[src/rtl/prt_dp_lib_hpd.sv]
// HPD qualifier: debounces plug events and classifies low pulses as glitch, IRQ_HPD or unplug.
// Consumes the already synchronized HPD level in the control clock domain.
module prt_dp_lib_hpd #(
  parameter int unsigned P_US_CYCLES  = 100,
  parameter int unsigned P_PLUG_US    = 2000,
  parameter int unsigned P_IRQ_MIN_US = 250,
  parameter int unsigned P_UNPLUG_US  = 2000
) (
  input  logic        CLK_IN,
  input  logic        RST_IN,
  input  logic        HPD_IN,
  output logic        HPD_STA_OUT,
  output logic        PLUG_OUT,
  output logic        UNPLUG_OUT,
  output logic        IRQ_OUT,
  output logic [15:0] LOW_US_OUT
);

  localparam int unsigned PRE_W = (P_US_CYCLES > 1) ? $clog2(P_US_CYCLES) : 1;
  localparam logic [PRE_W-1:0] PRE_MAX    = PRE_W'(P_US_CYCLES - 1);
  localparam logic [15:0]      PLUG_US    = 16'(P_PLUG_US);
  localparam logic [15:0]      IRQ_MIN_US = 16'(P_IRQ_MIN_US);
  localparam logic [15:0]      UNPLUG_US  = 16'(P_UNPLUG_US);

  typedef enum logic [1:0] {
    ST_UNPLUGGED,
    ST_PLUG_WAIT,
    ST_CONNECTED,
    ST_LOW
  } state_t;

  state_t           state, state_nxt;
  logic [PRE_W-1:0] prescaler, prescaler_nxt;
  logic [15:0]      us_cnt, us_cnt_nxt, us_cnt_inc;
  logic             tick;
  logic             sta_nxt, plug_nxt, unplug_nxt, irq_nxt;
  logic [15:0]      low_us_nxt;

  always_ff @(posedge CLK_IN) begin
    if (RST_IN) begin
      state       <= ST_UNPLUGGED;
      prescaler   <= '0;
      us_cnt      <= '0;
      HPD_STA_OUT <= 1'b0;
      PLUG_OUT    <= 1'b0;
      UNPLUG_OUT  <= 1'b0;
      IRQ_OUT     <= 1'b0;
      LOW_US_OUT  <= '0;
    end else begin
      state       <= state_nxt;
      prescaler   <= prescaler_nxt;
      us_cnt      <= us_cnt_nxt;
      HPD_STA_OUT <= sta_nxt;
      PLUG_OUT    <= plug_nxt;
      UNPLUG_OUT  <= unplug_nxt;
      IRQ_OUT     <= irq_nxt;
      LOW_US_OUT  <= low_us_nxt;
    end
  end

  always_comb begin
    state_nxt  = state;
    sta_nxt    = HPD_STA_OUT;
    plug_nxt   = 1'b0;
    unplug_nxt = 1'b0;
    irq_nxt    = 1'b0;
    low_us_nxt = LOW_US_OUT;

    case (state)
      ST_UNPLUGGED: begin
        if (HPD_IN) state_nxt = ST_PLUG_WAIT;
      end
      ST_PLUG_WAIT: begin
        if (!HPD_IN) begin
          state_nxt = ST_UNPLUGGED;
        end else if (us_cnt >= PLUG_US) begin
          state_nxt = ST_CONNECTED;
          sta_nxt   = 1'b1;
          plug_nxt  = 1'b1;
        end
      end
      ST_CONNECTED: begin
        if (!HPD_IN) state_nxt = ST_LOW;
      end
      ST_LOW: begin
        // A long-enough low is an unplug even if HPD has just come back.
        if (us_cnt >= UNPLUG_US) begin
          state_nxt  = ST_UNPLUGGED;
          sta_nxt    = 1'b0;
          unplug_nxt = 1'b1;
          low_us_nxt = us_cnt;
        end else if (HPD_IN) begin
          state_nxt  = ST_CONNECTED;
          irq_nxt    = (us_cnt >= IRQ_MIN_US);
          low_us_nxt = us_cnt;
        end
      end
      default: begin
        state_nxt = ST_UNPLUGGED;
        sta_nxt   = 1'b0;
      end
    endcase
  end

  // Time base restarts on every state change so each state measures from its entry edge.
  always_comb begin
    tick       = (prescaler == PRE_MAX);
    us_cnt_inc = (tick && (us_cnt != 16'hFFFF)) ? us_cnt + 16'd1 : us_cnt;
    if (state_nxt != state) begin
      prescaler_nxt = '0;
      us_cnt_nxt    = '0;
    end else begin
      prescaler_nxt = tick ? '0 : prescaler + PRE_W'(1);
      us_cnt_nxt    = us_cnt_inc;
    end
  end

endmodule

[config.mk]
export PLATFORM = sky130hd
export DESIGN_NAME = prt_dp_lib_hpd
export DESIGN_NICKNAME = d
export VERILOG_FILES = /design/src/rtl/prt_dp_lib_hpd.sv
export SDC_FILE = /design/constraint.sdc
export NUM_CORES = 1
export LEC_CHECK = 0
export CORE_AREA = 8 8 132 73
export DETAILED_ROUTE_END_ITERATION = 10
export DIE_AREA = 0 0 140 81
export DONT_BUFFER_PORTS = 1
export PLACE_DENSITY_LB_ADDON = 0.15
export SLEW_MARGIN = 25
export SYNTH_ARGS = -nofsm -noshare
export SYNTH_HDL_FRONTEND = slang
export SYNTH_SLANG_ARGS = --single-unit
[constraint.sdc]
create_clock -name CLK_IN -period 3.8 [get_ports CLK_IN]
set_input_delay 0.38 -clock CLK_IN [delete_from_list [all_inputs] [get_ports CLK_IN]]
set_output_delay 0.38 -clock CLK_IN [all_outputs]
set_load 0.05 [all_outputs]
==> impl_metrics.py <==
metrics = {
    "worst_setup_path": {
        "cp_max_fo": 10,
        "critical_path_class": "reg2reg",
        "cp-start-kind": "flip-flop",
        "critical_path.max_stage_delay_ns": 0.63,
        "arrival_ns": 2.48,
        "cp_data_required_time_ns": 4.00,
        "cp_cell_sequence": "or4b_1, or3_1, or4_1, a211oi_1",
        "slowest_stage": "or4b_1",
        "end_kind": "flip-flop",
    },
    "sta": {
        "setup_viol": 0,
        "hold_violations": 0,
        "fin_crit_sh": 0.600,
        "tightestPinTransition_ns": 0.730,
        "slew-limit-headroom": 0.509,
        "slew_violations": 0,
        "fmax_mhz": 439,
        "fin_crit_ns": 2.28,
        "fin_skew_ns": 0.00417,
        "rsz0062_at_grt": "no",
        "finalSetupTns_ns": 0,
    },
    "floorplan": {
        "fp.dieArea_mm2": 0.0113,
        "die_height_um": 81,
        "dieWidth_um": 140,
        "initial_core_util": 0.290,
        "io_pins": 23,
        "placementRows": 23,
        "coreArea_mm2": 0.00771,
    },
    "layout": {
        "regArea_um2": 901,
        "antennaDiodeCount": 0,
        "final_nets": 245,
        "drive_gt1_frac": 0.0669,
        "fillers": 809,
        "final_common_cell": "dfxtp_1",
        "syn_to_final_growth_pct": 7.11,
        "final_cell_mix": "dfxtp_1, nand2b_1, nor2_1",
        "multi_input_area_mm2": 0.00119,
        "fin_cells": 339,
    },
    "placement": {
        "place.gp.congestion": 0.759,
        "port_buffers": 0,
        "dpl.hpwl_mm": 3.91,
        "place_inst": 332,
    },
    "global_routing": {
        "grt_pass1_wl_mm": 9.28,
        "grt_use_total": 0.105,
        "globalRouteOverflowTotal": 0,
        "grt_pass1_vias": 1673,
        "antenna_found_initial": 0,
        "grt_max_degree": 62,
    },
    "clock_network": {
        "cts_tree": "done",
        "cts_root_buf": "clkbuf_16",
        "clock_latency_ns": 0.28,
        "cts_setup_buffers": 0,
        "cts_resized": 0,
        "cts.sinks": 45,
        "cts_buffers": 5,
        "clock_path_buffers": 2,
        "cts.clk_slew.worst_paths_ns": 0.06,
        "cts_hold_buf": 0,
        "htreeDepth": 2,
    },
    "yosys": {
        "ys_async_sr_fraction": 0,
        "synth.net_count": 255,
        "synth_ff_type": "dfxtp_1",
        "synth_seq_cells": 45,
        "netlist_area_mm2": 0.00223,
        "synth_edf_count": 0,
        "synthCells": 249,
        "ys_types": 45,
        "ys_warn_count": 0,
        "synth.avg_cell_area_um2": 8.97,
        "yosysSeqAreaShare": 0.403,
    },
    "job": {
        "cap_violations": 0,
    },
    "routing": {
        "avgRoutedWirePerCell_um": 16.5,
        "ant_nets": 0,
        "drt_iter0_drc": 169,
        "vias": 1807,
        "drc": 0,
        "via_per_inst": 5.33,
        "detail_route.first_pass.iterations": 4,
        "totalWireLength_mm": 5.61,
    },
    "worst_hold_path": {
        "hold_class": "in2reg",
    },
    "pwr": {
        "p_leak_nw": 0.646,
        "powerDensity_mw_per_mm2": 386,
        "vdd_drop_max_mv": 0.161,
    },
    "run_status": {
        "status": "finished clean",
    },
}
[cell usage after synthesis (all sizes together) (4+ instances only)]
master | instances | area, um2
dfxtp | 45 | 901
inv | 7 | 26.3
nand4 | 6 | 37.5
nor3 | 8 | 40.0
buf | 4 | 25.0
o21ai | 8 | 40.0
nand2b | 30 | 188
nor4 | 10 | 62.6
nor2 | 15 | 56.3
a211oi | 11 | 82.6
mux2i | 13 | 130
nand3 | 11 | 55.1
clkbuf | 13 | 78.8
nand2 | 9 | 33.8
or4 | 9 | 68.8
o31ai | 7 | 52.6
[cell families after synthesis]
kind of cell,share of synthesized area
fa+ha+maj,0.0168
mux,0.0582
simple gates,0.296
flops,0.403
compound gates,0.139
xor+xnor,0.0235
buf+inv,0.0638
[final timing paths]
kind / startpoint / cells after the start / slack (ns) / endpoint
hold / removal: RST_IN / 1 / 0.17 / us_cnt[14]
hold reg to reg: prescaler[0] / 1 / 0.51 / prescaler[0]
setup reg to reg: prescaler[2] / 4 / 1.52 / us_cnt[8]
setup / recovery: prescaler[2] / 4 / 1.52 / us_cnt[8]
[routing by layer]
| layer | routed length, um | global-route usage | part of all wire |
|---|---|---|---|
| met3 | 426 | 0.0474 | 0.076 |
| met2 | 1910 | 0.127 | 0.34 |
| met4 | 59 | 0.0290 | 0.011 |
| met5 | 0 | 0 | 0 |
| met1 | 3220 | 0.156 | 0.57 |
[critical path, delay by kind of cell, from the launching register on]
family	cells	cell delay [ns]
DFF	1	0.35
AOI/OAI and AO/OA	1	0.22
and+or+nand+nor	3	1.63
[where the power goes]
group | internal (mW) | switching [mW]
registers | 0.473 | 0.00193
clock network | 0.258 | 0.174
logic | 0.00849 | 0.00866
[flip-flops by register name, summed over array words and instances (netlist names)]
signal and count:
HPD_STA_OUT 1, IRQ_OUT 1, LOW_US_OUT 16, PLUG_OUT 1
UNPLUG_OUT 1, prescaler 7, state 2, us_cnt 16
[through the flow]
step | instance area (um2) | setup WS (ns) | total power [mW] | util | hold WS [ns]
final | 2390 | 1.52 | 0.925 | 0.310 | 0.170
after floorplan | 2230 | 1.63 | 0.510 | - | 0.457
after CTS | 2390 | 1.52 | 0.940 | 0.310 | 0.160
after global routing | 2390 | 1.37 | 0.961 | 0.310 | 0.156
after detailed placement | 2250 | 1.53 | 0.503 | 0.292 | 0.464
after global placement | 2250 | 1.56 | 0.504 | 0.292 | 0.463
[final cells by class]
class / count / area share
Inverter: 7 / 0.0110
Tap cell: 100 / 0.0523
Multi-Input combinational cell: 179 / 0.498
Timing Repair Buffer: 1 / 0.00314
Clock buffer: 7 / 0.0596
Sequential cell: 45 / 0.376
Note: power is estimated with default switching activity, not from simulation.
